==> config.mk <==
export PLATFORM = sky130hd
export DESIGN_NAME = sevenseg_scroll_display_flat
export DESIGN_NICKNAME = d
export VERILOG_FILES = /design/src/rtl/sevenseg_pkg.sv /design/src/rtl/sevenseg_if.sv /design/src/rtl/sevenseg_key_history.sv /design/src/rtl/sevenseg_scroll_display.sv /design/src/flat_wrapper.sv
export SDC_FILE = /design/constraint.sdc
export NUM_CORES = 1
export LEC_CHECK = 0
export BUFFER_PORTS_ARGS = -buffer_cell sky130_fd_sc_hd__buf_2
export CAP_MARGIN = 0
export CORE_MARGIN = 3
export CORE_UTILIZATION = 56
export CTS_BUF_LIST = sky130_fd_sc_hd__clkbuf_4 sky130_fd_sc_hd__clkbuf_8
export DETAILED_ROUTE_END_ITERATION = 16
export HOLD_SLACK_MARGIN = 0.1
export PLACE_DENSITY_LB_ADDON = 0.3
export SLEW_MARGIN = 5
export SYNTH_ARGS = -nofsm -noshare
export SYNTH_HDL_FRONTEND = slang
export SYNTH_SLANG_ARGS = --single-unit
==> constraint.sdc <==
create_clock -name clk -period 6.4 [get_ports clk]
set_input_delay 0.32 -clock clk [delete_from_list [all_inputs] [get_ports clk]]
set_output_delay 0.32 -clock clk [all_outputs]
set_load 0.05 [all_outputs]
==> src/rtl/sevenseg_pkg.sv <==
// Shared definitions for the scrolling 7-segment display.
// Segment bytes are active-low {a,b,c,d,e,f,g,dp}.
// Contents:
//   SEG_BLANK / SEG_DP_ONLY / ASCII_SPACE  constants
//   slot_cycles()   clock cycles per digit slot
//   glyph()         active-high abcdefg pattern -> active-low segment byte (dp off)
//   hex_to_seg()    nibble -> segment byte
//   ascii_to_seg()  ASCII code -> segment byte (letters case-folded)
package sevenseg_pkg;

   localparam logic [7:0] SEG_BLANK   = 8'hFF;
   localparam logic [7:0] SEG_DP_ONLY = 8'hFE;
   localparam logic [7:0] ASCII_SPACE = 8'h20;

   function automatic int slot_cycles(input int clk_hz, input int refresh_hz, input int digits);
      return clk_hz / (refresh_hz * digits);
   endfunction

   function automatic logic [7:0] glyph(input logic [6:0] abcdefg);
      return ~{abcdefg, 1'b0};
   endfunction

   function automatic logic [7:0] hex_to_seg(input logic [3:0] n);
      logic [6:0] p;
      case (n)
         4'h0: p = 7'b1111110;
         4'h1: p = 7'b0110000;
         4'h2: p = 7'b1101101;
         4'h3: p = 7'b1111001;
         4'h4: p = 7'b0110011;
         4'h5: p = 7'b1011011;
         4'h6: p = 7'b1011111;
         4'h7: p = 7'b1110000;
         4'h8: p = 7'b1111111;
         4'h9: p = 7'b1111011;
         4'hA: p = 7'b1110111;
         4'hB: p = 7'b0011111;
         4'hC: p = 7'b1001110;
         4'hD: p = 7'b0111101;
         4'hE: p = 7'b1001111;
         default: p = 7'b1000111;
      endcase
      return glyph(p);
   endfunction

   function automatic logic [7:0] ascii_to_seg(input logic [7:0] c);
      logic [7:0] u;
      logic [7:0] s;
      // fold lowercase onto uppercase so both share one glyph table
      u = (c >= 8'h61 && c <= 8'h7A) ? (c - 8'h20) : c;
      s = SEG_DP_ONLY;
      if (u >= 8'h30 && u <= 8'h39) s = hex_to_seg(u[3:0]);
      else begin
         case (u)
            8'h20: s = SEG_BLANK;
            8'h2D: s = glyph(7'b0000001);
            8'h5F: s = glyph(7'b0001000);
            8'h41: s = hex_to_seg(4'hA);
            8'h42: s = hex_to_seg(4'hB);
            8'h43: s = hex_to_seg(4'hC);
            8'h44: s = hex_to_seg(4'hD);
            8'h45: s = hex_to_seg(4'hE);
            8'h46: s = hex_to_seg(4'hF);
            8'h47: s = glyph(7'b1011110);
            8'h48: s = glyph(7'b0110111);
            8'h49: s = glyph(7'b0000110);
            8'h4A: s = glyph(7'b0111100);
            8'h4B: s = glyph(7'b1010111);
            8'h4C: s = glyph(7'b0001110);
            8'h4D: s = glyph(7'b1010100);
            8'h4E: s = glyph(7'b0010101);
            8'h4F: s = glyph(7'b0011101);
            8'h50: s = glyph(7'b1100111);
            8'h51: s = glyph(7'b1110011);
            8'h52: s = glyph(7'b0000101);
            8'h53: s = glyph(7'b1011011);
            8'h54: s = glyph(7'b0001111);
            8'h55: s = glyph(7'b0111110);
            8'h56: s = glyph(7'b0011100);
            8'h57: s = glyph(7'b0101010);
            8'h58: s = glyph(7'b0110111);
            8'h59: s = glyph(7'b0111011);
            8'h5A: s = glyph(7'b1101101);
            default: s = SEG_DP_ONLY;
         endcase
      end
      return s;
   endfunction

endpackage

==> src/rtl/sevenseg_if.sv <==
// Keyboard/control bundle between the PS2 decoder side and the display.
//   key_strobe  new-data level (asynchronous to clk)
//   key_code    ASCII code
//   clear, view_up, view_down  single-cycle pulses
//   hex_mode    show newest code as two hex digits
//   brightness  duty level, only present when SEG_DIM_EN is defined
// Modports: master drives, slave (the display) receives.
interface sevenseg_if;
   logic       key_strobe;
   logic [7:0] key_code;
   logic       clear;
   logic       view_up;
   logic       view_down;
   logic       hex_mode;
`ifdef SEG_DIM_EN
   logic [3:0] brightness;
   modport master (output key_strobe, key_code, clear, view_up, view_down, hex_mode, brightness);
   modport slave  (input  key_strobe, key_code, clear, view_up, view_down, hex_mode, brightness);
`else
   modport master (output key_strobe, key_code, clear, view_up, view_down, hex_mode);
   modport slave  (input  key_strobe, key_code, clear, view_up, view_down, hex_mode);
`endif
endinterface

==> src/rtl/sevenseg_key_history.sv <==
// key_history: keycode history with scroll-back window.
//   clk, reset     clock, synchronous active-high reset
//   key_strobe     asynchronous new-data level; one write per rising edge
//   key_code       ASCII code captured on the write cycle
//   clear          empty history (all spaces), view back to 0
//   view_up/down   move the window one character older/newer (saturating)
//   win            DIGITS characters, win[i] = history entry i+view
// Priority: clear > write > view movement.
module key_history
   import sevenseg_pkg::*;
#(
   parameter int DIGITS     = 4,
   parameter int HIST_DEPTH = 8
) (
   input  logic                   clk,
   input  logic                   reset,
   input  logic                   key_strobe,
   input  logic [7:0]             key_code,
   input  logic                   clear,
   input  logic                   view_up,
   input  logic                   view_down,
   output logic [DIGITS-1:0][7:0] win
);
   localparam int VMAX = HIST_DEPTH - DIGITS;
   localparam int VW   = (VMAX > 0) ? $clog2(VMAX + 1) : 1;
   localparam int HW   = $clog2(HIST_DEPTH);

   // [0],[1] synchroniser flops, [2] previous synchronised level
   logic [2:0]                   sync_q;
   logic                         wr;
   logic [HIST_DEPTH-1:0][7:0]   hist_q;
   logic [VW-1:0]                view_q;

   assign wr = sync_q[1] & ~sync_q[2];

   always_ff @(posedge clk) begin
      if (reset) begin
         sync_q <= '0;
         hist_q <= {HIST_DEPTH{ASCII_SPACE}};
         view_q <= '0;
      end else begin
         sync_q <= {sync_q[1:0], key_strobe};
         if (clear) begin
            hist_q <= {HIST_DEPTH{ASCII_SPACE}};
            view_q <= '0;
         end else if (wr) begin
            hist_q <= {hist_q[HIST_DEPTH-2:0], key_code};
            view_q <= '0;
         end else if (view_up && !view_down && view_q != VW'(VMAX)) begin
            view_q <= view_q + 1'b1;
         end else if (view_down && !view_up && view_q != '0) begin
            view_q <= view_q - 1'b1;
         end
      end
   end

   // i + view never exceeds HIST_DEPTH-1 because view saturates at VMAX
   always_comb begin
      win = '0;
      for (int i = 0; i < DIGITS; i++) win[i] = hist_q[HW'(i) + HW'(view_q)];
   end

endmodule

==> src/rtl/sevenseg_scroll_display.sv <==
// sevenseg_scroll_display: multiplexed 7-segment driver showing the keycode
// history, newest character on the rightmost digit.
//   clk, reset  clock, synchronous active-high reset
//   kb          sevenseg_if.slave control bundle (keys, clear, scroll, hex_mode[, brightness])
//   an          anodes, active-low, one-hot-low or all ones
//   seg         {a,b,c,d,e,f,g,dp}, active-low
// Optional macro SEG_DIM_EN: PWM dimming of the anode on-time from kb.brightness.
// Both outputs are registered: an/seg seen after edge t reflect the scan counters at t,
// and seg is loaded only at phase 0 so a digit never changes glyph mid-slot.
module sevenseg_scroll_display
   import sevenseg_pkg::*;
#(
   parameter int DIGITS     = 4,
   parameter int CLK_HZ     = 100_000_000,
   parameter int REFRESH_HZ = 1000,
   parameter int HIST_DEPTH = 8,
   parameter int GHOST_CYC  = 16
) (
   input  logic              clk,
   input  logic              reset,
   sevenseg_if.slave         kb,
   output logic [DIGITS-1:0] an,
   output logic [7:0]        seg
);
   localparam int SLOT = slot_cycles(CLK_HZ, REFRESH_HZ, DIGITS);
   localparam int PW   = (SLOT > 1) ? $clog2(SLOT) : 1;
   localparam int DW   = $clog2(DIGITS);

   logic [PW-1:0]          phase_q;
   logic [DW-1:0]          idx_q;
   logic [DIGITS-1:0][7:0] win;
   logic [7:0]             seg_nxt;
   logic                   an_en;

   key_history #(.DIGITS(DIGITS), .HIST_DEPTH(HIST_DEPTH)) u_hist (
      .clk        (clk),
      .reset      (reset),
      .key_strobe (kb.key_strobe),
      .key_code   (kb.key_code),
      .clear      (kb.clear),
      .view_up    (kb.view_up),
      .view_down  (kb.view_down),
      .win        (win)
   );

   // glyph for the digit currently being scanned; hex mode shows entry 'view' only
   always_comb begin
      seg_nxt = SEG_BLANK;
      if (kb.hex_mode) begin
         if (idx_q == DW'(0))      seg_nxt = hex_to_seg(win[0][3:0]);
         else if (idx_q == DW'(1)) seg_nxt = hex_to_seg(win[0][7:4]);
      end else begin
         seg_nxt = ascii_to_seg(win[idx_q]);
      end
   end

`ifdef SEG_DIM_EN
   logic [31:0] on_lim;
   always_comb on_lim = 32'(GHOST_CYC)
                      + ((32'(kb.brightness) + 32'd1) * 32'(SLOT - GHOST_CYC)) / 32'd16;
   assign an_en = (32'(phase_q) >= 32'(GHOST_CYC)) && (32'(phase_q) < on_lim);
`else
   assign an_en = 32'(phase_q) >= 32'(GHOST_CYC);
`endif

   always_ff @(posedge clk) begin
      if (reset) begin
         phase_q <= '0;
         idx_q   <= '0;
         an      <= '1;
         seg     <= SEG_BLANK;
      end else begin
         if (phase_q == PW'(SLOT - 1)) begin
            phase_q <= '0;
            idx_q   <= (idx_q == DW'(DIGITS - 1)) ? '0 : idx_q + 1'b1;
         end else begin
            phase_q <= phase_q + 1'b1;
         end
         if (phase_q == '0) seg <= seg_nxt;
         an <= an_en ? ~(DIGITS'(1) << idx_q) : '1;
      end
   end

endmodule
==> src/flat_wrapper.sv <==
// flat-port wrapper written by rule: the top's interface ports become plain ports
module sevenseg_scroll_display_flat import sevenseg_pkg::*;
#(
   parameter int DIGITS     = 4,
   parameter int CLK_HZ     = 100_000_000,
   parameter int REFRESH_HZ = 1000,
   parameter int HIST_DEPTH = 8,
   parameter int GHOST_CYC  = 16
)
  (clk, reset, an, seg, kb_key_strobe, kb_key_code, kb_clear, kb_view_up, kb_view_down, kb_hex_mode);
  sevenseg_if kb_i ();
  input  logic clk;
  input  logic reset;
  output logic [DIGITS-1:0] an;
  output logic [7:0] seg;
  input wire logic [$bits(kb_i.key_strobe)-1:0] kb_key_strobe;
  input wire logic [$bits(kb_i.key_code)-1:0] kb_key_code;
  input wire logic [$bits(kb_i.clear)-1:0] kb_clear;
  input wire logic [$bits(kb_i.view_up)-1:0] kb_view_up;
  input wire logic [$bits(kb_i.view_down)-1:0] kb_view_down;
  input wire logic [$bits(kb_i.hex_mode)-1:0] kb_hex_mode;
  assign kb_i.key_strobe = kb_key_strobe;
  assign kb_i.key_code = kb_key_code;
  assign kb_i.clear = kb_clear;
  assign kb_i.view_up = kb_view_up;
  assign kb_i.view_down = kb_view_down;
  assign kb_i.hex_mode = kb_hex_mode;
  sevenseg_scroll_display #(.DIGITS(DIGITS), .CLK_HZ(CLK_HZ), .REFRESH_HZ(REFRESH_HZ), .HIST_DEPTH(HIST_DEPTH), .GHOST_CYC(GHOST_CYC)) u_core (.clk(clk), .reset(reset), .kb(kb_i), .an(an), .seg(seg));
endmodule
# [Yosys cells after proc, flatten, opt, wreduce, memory -nomap -nowiden]
# Memories as Yosys holds them, arrays and structs flattened.
# Index checks and enable logic that the tools add are counted.
# W data, S select, Z words.
[word_totals] rom_bits=1360 wordCells=89 ff_bits=99 n_memories=4 in_bits=15 out_inout_bits=12
[memory_table] name="(no name shown)" depth=128 width=8 read_ports=1 rd_ports_with_merged_regs=0 write_ports=0 line_no="sevenseg_pkg.sv:54" rtl="case (u)"
[memory_table] name="(no name shown)" depth=16 width=7 read_ports=1 rd_ports_with_merged_regs=0 write_ports=0 line_no="sevenseg_pkg.sv:25" rtl="case (n)"
[memory_table] name="(no name shown)" depth=16 width=7 read_ports=1 rd_ports_with_merged_regs=0 write_ports=0 line_no="sevenseg_pkg.sv:25"
[memory_table] name="(no name shown)" depth=16 width=7 read_ports=1 rd_ports_with_merged_regs=0 write_ports=0 line_no="sevenseg_pkg.sv:25"
[classes] n_lt_le_gt_ge=10 addsub=7 n_eq_ne=4 n_bitwise=7 n_reduce_logical=16 n_mux=26 shift=1
[ops] operator="$bmux W8 S3" n=4
[ops] operator="$mux W8" n=11
[ops] operator="$mux W7" n=7
[ops] operator="$not A8 Y8" n=3
[ops] operator="$bmux W8 S2" n=1
[ops] operator="$lt A3 B4 Y1 const B" n=4
[ops] operator="$add A15 B1 Y15 const B" n=1
[ops] operator="$eq A15 B15 Y1 const B" n=1
[ops] operator="$ge A15 B5 Y1 const B" n=1
[ops] operator="$logic_not A15 Y1" n=1
[ops] operator="$ge A8 B6 Y1 const B" n=1
[ops] operator="$ge A8 B7 Y1 const B" n=1
[ops] operator="$le A8 B6 Y1 const B" n=1
[ops] operator="$le A8 B7 Y1 const B" n=1
[ops] operator="$sub A8 B6 Y8 const B" n=1
[ops] operator="$add A2 B3 Y3 const A" n=2
[ops] operator="$logic_and A1 B1 Y1" n=6
[ops] operator="$mux W3" n=2
[ops] operator="$reduce_or A2 Y1" n=3
[ops] operator="$not A4 Y4" n=1
[ops] operator="$shl A1 B2 Y4 const A" n=1
[ops] operator="$add A1 B3 Y3 const A" n=1
[ops] operator="$lt A2 B3 Y1 const B" n=1
[ops] operator="$ne A3 B3 Y1 const B" n=1
[ops] operator="other kinds (12)" n=14

# [Logic depth before layout (Yosys ltp)]
# Gate-level depths: netlist of the first run.
[depth] ltp_word=15 depth_mapped=21 depth_no_buf=15

# [Cells and area by module]
# A second synthesis of the first run with hierarchy kept.
[hier_totals] cells_unflattened=801 area_unflattened_um2=7307.0
[by_module_without_submodules] module="key_history" n_inst=1 area_per_inst_um2=4299.1 seq_area_each_um2=1401.3 cells_per_inst=428
[by_module_without_submodules] module="sevenseg_scroll_display" n_inst=1 area_per_inst_um2=3007.9 seq_area_each_um2=580.6 cells_per_inst=373

# [Worst setup path before layout of the first run]
# OpenSTA, ideal clock, no wires.
[synth_timing] kind="register -> register" start="reg u_core.u_hist.view_q[0]" end="reg u_core.seg[4]" arrival_ns=4.291 setup_ns=0.127 t_required_ns=6.273 synth_period_minus_slack_ns=4.418 slack_ns=1.982 stages_incl_launch_ff=22 cell_sequence="dfxtp_1 > buf_6 > buf_8 > inv_1 > clkbuf_1 > ha_1 > buf_2 > buf_2 > buf_2 > buf_1 > nand2_1 > o22ai_1 > nor4_1 > or2_1 > inv_1 > ha_1 > clkbuf_1 > nor3_1 > a311o_1 > o32a_1 > o21ai_1 > nand3_1"
[synth_between] elab_chain_len=14 word_cells_on_any_way=40 classes_between="add/sub (4); order compare (4); mux (23); bitwise (3); reduce/logical (2); memory (4)"
[synth_rtl] item="start, declared" line_no="sevenseg_key_history.sv:32" rtl="logic [VW-1:0] view_q;"
[synth_rtl] item="start signal, assigned" line_no="sevenseg_key_history.sv:50" rtl="view_q <= view_q + 1'b1;"
[synth_rtl] item="start signal, assigned" line_no="sevenseg_key_history.sv:52" rtl="view_q <= view_q - 1'b1;"
[synth_rtl] item="branches (longest 13 deep; another with $ge A8 B7 Y1)"
[synth_rtl] item="$mux W8 (*)" line_no="sevenseg_scroll_display.sv:49" rtl="if (kb.hex_mode) begin"
[synth_rtl] item="end signal, assigned" line_no="sevenseg_scroll_display.sv:79" rtl="if (phase_q == '0) seg <= seg_nxt;"
[synth_rtl] item="end, declared" line_no="sevenseg_scroll_display.sv:23" rtl="output logic [7:0] seg"
# Mark *: on every way between the ends. The select of a mux whose other input is x is not followed.
# A chain may end at the register's enable or synchronous reset.

# [Worst setup path after layout of the first run]
[layout_timing] start="reg u_core.u_hist.view_q[0]" end="reg u_core.seg[1]"
# Same word-level chain as after synthesis.

==> summary.md, run 1 <==
| Metric | Value |
|---|---|
| Core ar. | 12,700 um^2 |
| Routability cong. | 0.977 |
| Worst slew pin tran | 1.21 ns |
| CP Capture Type | flop |
| Routed WL | 18,100 um |
| Die X | 120 um |
| Final Hold Viols | 0 |
| Critical-path maximum fanout | 56 |
| Max Cap Viol | 0 |
| Setup TNS | 0 ns |
| Prevailing post-synth register cell | dfxtp_1 |
| FMAX | 209 MHz |
| Worst min path class | in2reg |
| Root Driver | clkbuf_8 |
| Via Count | 6,510 |
| Cell taking the most area after synthesis | dfxtp_1 |
| Tmin final | 4.79 ns |
| Ranking of synthesized cells by area | dfxtp_1, mux4_2, nand2_1 |
| Synth Net Count | 899 |
| Netlist cell types | 78 |
| Initial DRC count | 645 |
| Initial core utilization | 57.6% |
| DRC | 0 |
| Status | complete, no violations |
| Largest net degree at the start of global routing | 68 |
| DP Cell Count | 997 |
| Remaining Overflow, GRT | 0 |
| Synth async-reset ratio | 0% |
| P per Cell Area | 157 nW/um^2 |
| Via/cell ratio | 6.43 |
| Arrival @ worst endpoint | 5.09 ns |
| Nets | 879 |
| Startpoint types | flop |
| H-tree depth | 3 |
| Tcrit/Tclk final | 74.9% |
| Final slew viol count | 0 |
| Clk_lat worst skew | 0.38 ns |
| Mapped Area | 7330 um^2 |
| # rows | 41 |
| CTS tree | built |
| Crit path buf inv count | 3 |
| Post-DP HPWL | 12,900 um |
| Post-synth top area share | 27.0% |
| First-pass GRT wire length | 30,200 um |
| Post-cts sizing count | 0 |
| Hold Slack | 0.155 ns |
| Warnings from Yosys | 0 |
| Main combinational cell family by area after synthesis | multiplexers |
| R2R setup slack | 1.61 ns |
| Synth Area in XOR/XNOR | 2.88% |
| Initial antenna violation count | 0 |
| Relative slew slack | 19.3% |
| Sequential area share after synthesis | 27.0% |
| DRT antenna net count | 0 |
| Crit path cell chain | buf_4 > ha_1 > xor2_1 > buf_4 > mux4_2 > a22o_1 > nor4_1 > or2_1 > ha_1 > o21ai_1 > a2111oi_4 > inv_2 > a211o_1 > a31oi_1 |
| Post-synth EDFFs | 0 |
| Crit Path Category | reg2reg |
| Final Cell Area | 7620 um^2 |
| I/O pins | 27 |
| CP required | 6.70 ns |
| Mux contribution to synthesized area | 22.1% |
| Clock buffers created by TritonCTS | 9 |
| Worst-case clock buffer depth | 2 |
| Post-Layout Cell Count | 1,013 |
| Area delta synth->final | 3.98% |
| Global-route usage over all layers | 25.4% |
| Clk_skew | 0.0141 ns |
| Seq cells post-synth | 99 |
| Wirelength per Cell | 17.9 um |
| Die H | 120 um |
| Vias in the first global route | 6,059 |
| # diodes | 0 |
| IO buf count | 26 |
| Delay-heaviest family, CP | compound AO/OA/AOI/OAI gates |
| Initial DRT Pass Iterations | 5 |
| Clk sink count | 99 |
| Postcts setup bufs | 0 |
| Area after DPL | 7430 um^2 |
| Hold-fix buffers, CTS | 0 |
| Maximum vdd drop | 0.128 mV |
| Final Setup Violations | 0 |
| Crit path largest cell delay | 0.66 ns |
| RSZ-0062 raised after global routing | no |
| Post-Synth Simple-Gate Area | 21.0% |
| Share of cells above drive strength 1 | 15.0% |
| Post-Syn Instances | 856 |
| Syn Area/Cell | 8.57 um^2 |
| Slowest stage cell, crit path | buf_4 |
| Die area | 14,500 um^2 |
| Compound-Gate Fraction of Synth Area | 16.4% |
| CTS clk-pin slew, worst paths | 0.10 ns |
| Leakage | 2.66 nW |
| Adder-cell area share of the yosys netlist | 4.78% |
==> metal layers <==
layer / share of wire (%) / track usage [%] / vias to the layer above
li1: - / - / 3069
met1: 44 / 34.5 / 3182
met2: 48 / 41.4 / 229
met3: 5.3 / 3.51 / 30
met4: 2.1 / 9.28 / 0
met5: 0 / 0 / -
==> synthesized netlist by cell type, drive strengths merged (7+ instances only) <==
master / instances
mux2i: 37
nand2b: 10
ha: 28
inv: 24
buf: 26
a21oi: 77
o21ai: 23
mux4: 53
nor4: 9
o211ai: 8
nand3: 34
xor2: 13
nor2b: 9
o221ai: 7
nor2: 58
clkbuf: 39
o22ai: 9
nand2: 167
nor3: 20
dfxtp: 99
xnor2: 9
==> flip-flops by register name, indices dropped and copies added (netlist names) <==
name                  flops
u_core.an                 4
u_core.idx_q              2
u_core.phase_q           15
u_core.seg                8
u_core.u_hist.hist_q     64
u_core.u_hist.sync_q      3
u_core.u_hist.view_q      3
==> cell families after synthesis <==
kind of cell    after synthesis
compound gates              182
flops                        99
buf+inv                      90
simple gates                340
xor+xnor                     22
mux                          95
fa+ha+maj                    28
==> through the flow <==
step                      setup slack [ns]  utilization [%]  total power, W
after floorplan                       1.98                -        0.000780
after global placement                1.74             58.4        0.000812
after detailed placement              1.64             58.4        0.000816
after CTS                             1.61             59.9         0.00121
after global routing                  1.20             59.9         0.00125
final                                 1.61             59.9         0.00120
==> layout by cell type (no fill, tap or decap), drive strengths merged, types with 10 or more instances in the layout <==
master	count
mux4	53
nand3	34
ha	28
nor3	20
a21oi	77
dfxtp	99
xor2	13
mux2i	37
buf	34
o21ai	23
nor2	58
nand2b	10
nand2	167
clkbuf	11
inv	26
==> cell type report <==
class | instances | area, um^2
Timing Repair Buffer | 34 | 190
Clock inverter | 5 | 46.3
Clock buffer | 11 | 145
Sequential cell | 99 | 1980
Tap cell | 172 | 215
Multi-Input combinational cell | 667 | 4950
Inverter | 25 | 93.8
Fill cell | 1159 | 5100
==> worst paths after layout <==
check                               start                       to  cells after the start
setup / recovery  u_core.u_hist.view_q[0]            u_core.seg[1]                     14
hold / removal              kb_key_strobe  u_core.u_hist.sync_q[0]                      2
setup reg to reg  u_core.u_hist.view_q[0]            u_core.seg[1]                     14
hold reg to reg   u_core.u_hist.sync_q[0]  u_core.u_hist.sync_q[1]                      1
==> worst register-to-register path: stages (launching register included) <==
cell       delay, ns
dfxtp_2         0.34
buf_4           0.66
ha_1            0.41
xor2_1          0.18
buf_4           0.24
mux4_2          0.52
a22o_1          0.24
nor4_1          0.30
or2_1           0.31
ha_1            0.30
o21ai_1         0.14
a2111oi_4       0.54
inv_2           0.13
a211o_1         0.28
a31oi_1         0.14
==> power breakdown <==
group,internal [W],switching [W],leakage [nW]
Sequential,0.000625,0.00000841,0.802
Combinational,0.0000577,0.000111,1.76
Clock,0.000162,0.000231,0.0965
(Power assumes the default switching activity.)
==> run 2, diff against run 1 <==
- clock period: 6.4 -> 4.5 ns (I/O delays scaled with it)
==> run 2 against run 1 <==
- die area did not move
- clock skew rose by 0.0064 ns
- clock-buffer cell count fell by 2
- total power rose by 54%
- clock power rose by 76%
- global-route usage rose by 0.31 points
- flip-flop and latch count did not move
- routed wire length rose by 2.8%
- cell count rose by 1.7%
- register-to-register slack got worse by 1.4 ns
- sequential power rose by 42%
- maximum frequency rose by 11%
- critical path type unchanged
- largest power group unchanged
==> summary.md, run 2 (same netlist as run 1, synthesis figures left out) <==
| Metric | Value |
|---|---|
| Clock buffers created by TritonCTS | 9 |
| Die area | 14,500 um^2 |
| Share of cells above drive strength 1 | 15.9% |
| Worst slew pin tran | 1.20 ns |
| Initial antenna violation count | 0 |
| Startpoint types | flop |
| Max FFs per register | 64 |
| Crit path largest cell delay | 0.51 ns |
| Final Setup Violations | 0 |
| Crit Path Category | reg2reg |
| Combinational share of power | 13.3% |
| Remaining Overflow, GRT | 0 |
| H-tree depth | 3 |
| DRT antenna net count | 0 |
| P per Cell Area | 235 nW/um^2 |
| Core ar. | 12,700 um^2 |
| Via Count | 6,626 |
| P_sw | 0.000534 W |
| I/O pins | 27 |
| Slowest stage cell, crit path | or3_1 |
| Relative slew slack | 20.2% |
| R2R setup slack | 0.20 ns |
| Worst-case clock buffer depth | 2 |
| DRC | 0 |
| Clk sink count | 99 |
| Largest net degree at the start of global routing | 65 |
| DP Cell Count | 1,005 |
| CTS tree | built |
| Switching share of power | 29.0% |
| Crit path cell chain | clkinv_1 > ha_1 > xor2_4 > buf_4 > mux2_2 > o22ai_1 > or3_1 > inv_1 > ha_1 > nor3b_1 > a21oi_1 > a41oi_2 > a311o_1 > a31o_1 |
| Hold Slack | 0.194 ns |
| Routed WL | 18,600 um |
| Root Driver | clkbuf_8 |
| Global-route usage over all layers | 25.7% |
| Tcrit/Tclk final | 95.6% |
| Int Power | 0.00131 W |
| Vias in the first global route | 6,006 |
| CTS clk-pin slew, worst paths | 0.11 ns |
| Area delta synth->final | 6.79% |
| Max Cap Viol | 0 |
| Initial core utilization | 57.6% |
| CP required | 4.78 ns |
| Fill count | 1,125 |
| Total power | 0.00184 W |
| Arrival @ worst endpoint | 4.58 ns |
| Nets | 896 |
| CP Capture Type | flop |
| FMAX | 232 MHz |
| IO buf count | 26 |
| Clk_lat worst skew | 0.40 ns |
| Most frequent cells in the layout | nand2_1, dfxtp_1, a21oi_1 |
| Die X | 120 um |
| Worst min path class | in2reg |
| Initial DRT Pass Iterations | 5 |
| Via/cell ratio | 6.43 |
| Maximum vdd drop | 0.245 mV |
| Top Registers | u_core.u_hist.hist_q: 64 flops, u_core.phase_q: 15 flops, u_core.seg: 8 flops |
| Post-DP HPWL | 13,200 um |
| Post-Layout Cell Count | 1,030 |
| Die H | 120 um |
| # diodes | 0 |
| Tmin final | 4.30 ns |
| Clk_skew | 0.0205 ns |
| Crit path buf inv count | 3 |
| Critical-path maximum fanout | 10 |
| Wirelength per Cell | 18.1 um |
| Initial DRC count | 832 |
| Clk pwr share | 37.6% |
| # rows | 41 |
| Reg with most FFs | u_core.u_hist.hist_q |
| RSZ-0062 raised after global routing | no |
| Leakage | 2.75 nW |
| Routability cong. | 0.941 |
| Most common cell after layout, fill and taps aside | nand2_1 |
| Final slew viol count | 0 |
| Setup TNS | 0 ns |
| First-pass GRT wire length | 30,100 um |
| Final Hold Viols | 0 |
| Cell mode on critical path | ha_1 |
| Status | complete, no violations |
| Delay-heaviest family, CP | compound AO/OA/AOI/OAI gates |
| Flop pwr share | 49.1% |
==> run 2: cell count changes in the layout (fill, tap and decap cells not counted), sizes merged <==
| cell | delta |
|---|---|
| clkinv | -1 |
| buf | +8 |
| dlygate4sd3 | +9 |
| inv | +1 |
| clkbuf | -2 |
| bufinv | +2 |
==> run 2: worst register-to-register path, cell delays in order (launching register included) <==
cell	delay (ns)
dfxtp_1	0.41
clkinv_1	0.30
ha_1	0.38
xor2_4	0.26
buf_4	0.27
mux2_2	0.19
o22ai_1	0.07
or3_1	0.51
inv_1	0.24
ha_1	0.29
nor3b_1	0.08
a21oi_1	0.33
a41oi_2	0.29
a311o_1	0.39
a31o_1	0.18
==> run 2: layer usage <==
layer  GRT usage [%]  wire (um)
met2            41.9       8880
met5               0          0
met1            33.3       7800
met4            10.3        577
met3            5.52       1380
==> run 2: metrics by stage <==
stage	setup slack, ns	instance area, um^2	util [%]
after global placement	0.402	7490	58.9
final	0.197	7830	61.6
after CTS	0.211	7820	61.5
after floorplan	0.0821	7330	-
after global routing	0.0178	7830	61.6
after detailed placement	0.270	7490	58.9
==> run 2: cell type report <==
class	count	area (um^2)	share of cell area [%]
clock buffer	9	124	1.58
clock inverter	7	115	1.47
inverter	25	93.8	1.20
multi-input combinational	667	4960	63.3
sequential	99	1980	25.3
tap	172	215	2.75
timing repair buffer	51	340	4.35
==> run 2: worst paths after layout <==
kind / start / end / cells after the start
setup / recovery: u_core.u_hist.view_q[1] / u_core.seg[3] / 14
hold / removal: kb_clear / u_core.u_hist.hist_q[61] / 3
setup reg to reg: u_core.u_hist.view_q[1] / u_core.seg[3] / 14
hold reg to reg: u_core.u_hist.sync_q[0] / u_core.u_hist.sync_q[1] / 1
==> run 2: power groups by stage <==
| stage | clock network, W | logic, W | registers (W) |
|---|---|---|---|
| after floorplan | 0 | 0.000166 | 0.000943 |
| after global placement | 0 | 0.000234 | 0.000921 |
| after detailed placement | 0 | 0.000236 | 0.000922 |
| after CTS | 0.000704 | 0.000243 | 0.000902 |
| after global routing | 0.000735 | 0.000267 | 0.000905 |
| final | 0.000692 | 0.000246 | 0.000903 |
==> run 2: what timing repair did <==
item / in CTS / in global routing
hold buffers: 9 / 0
hold endpoints to repair: 9 / 0
gates resized for setup: 0 / 2
endpoints found under the setup margin: 0 / 7
setup buffers: 0 / 0
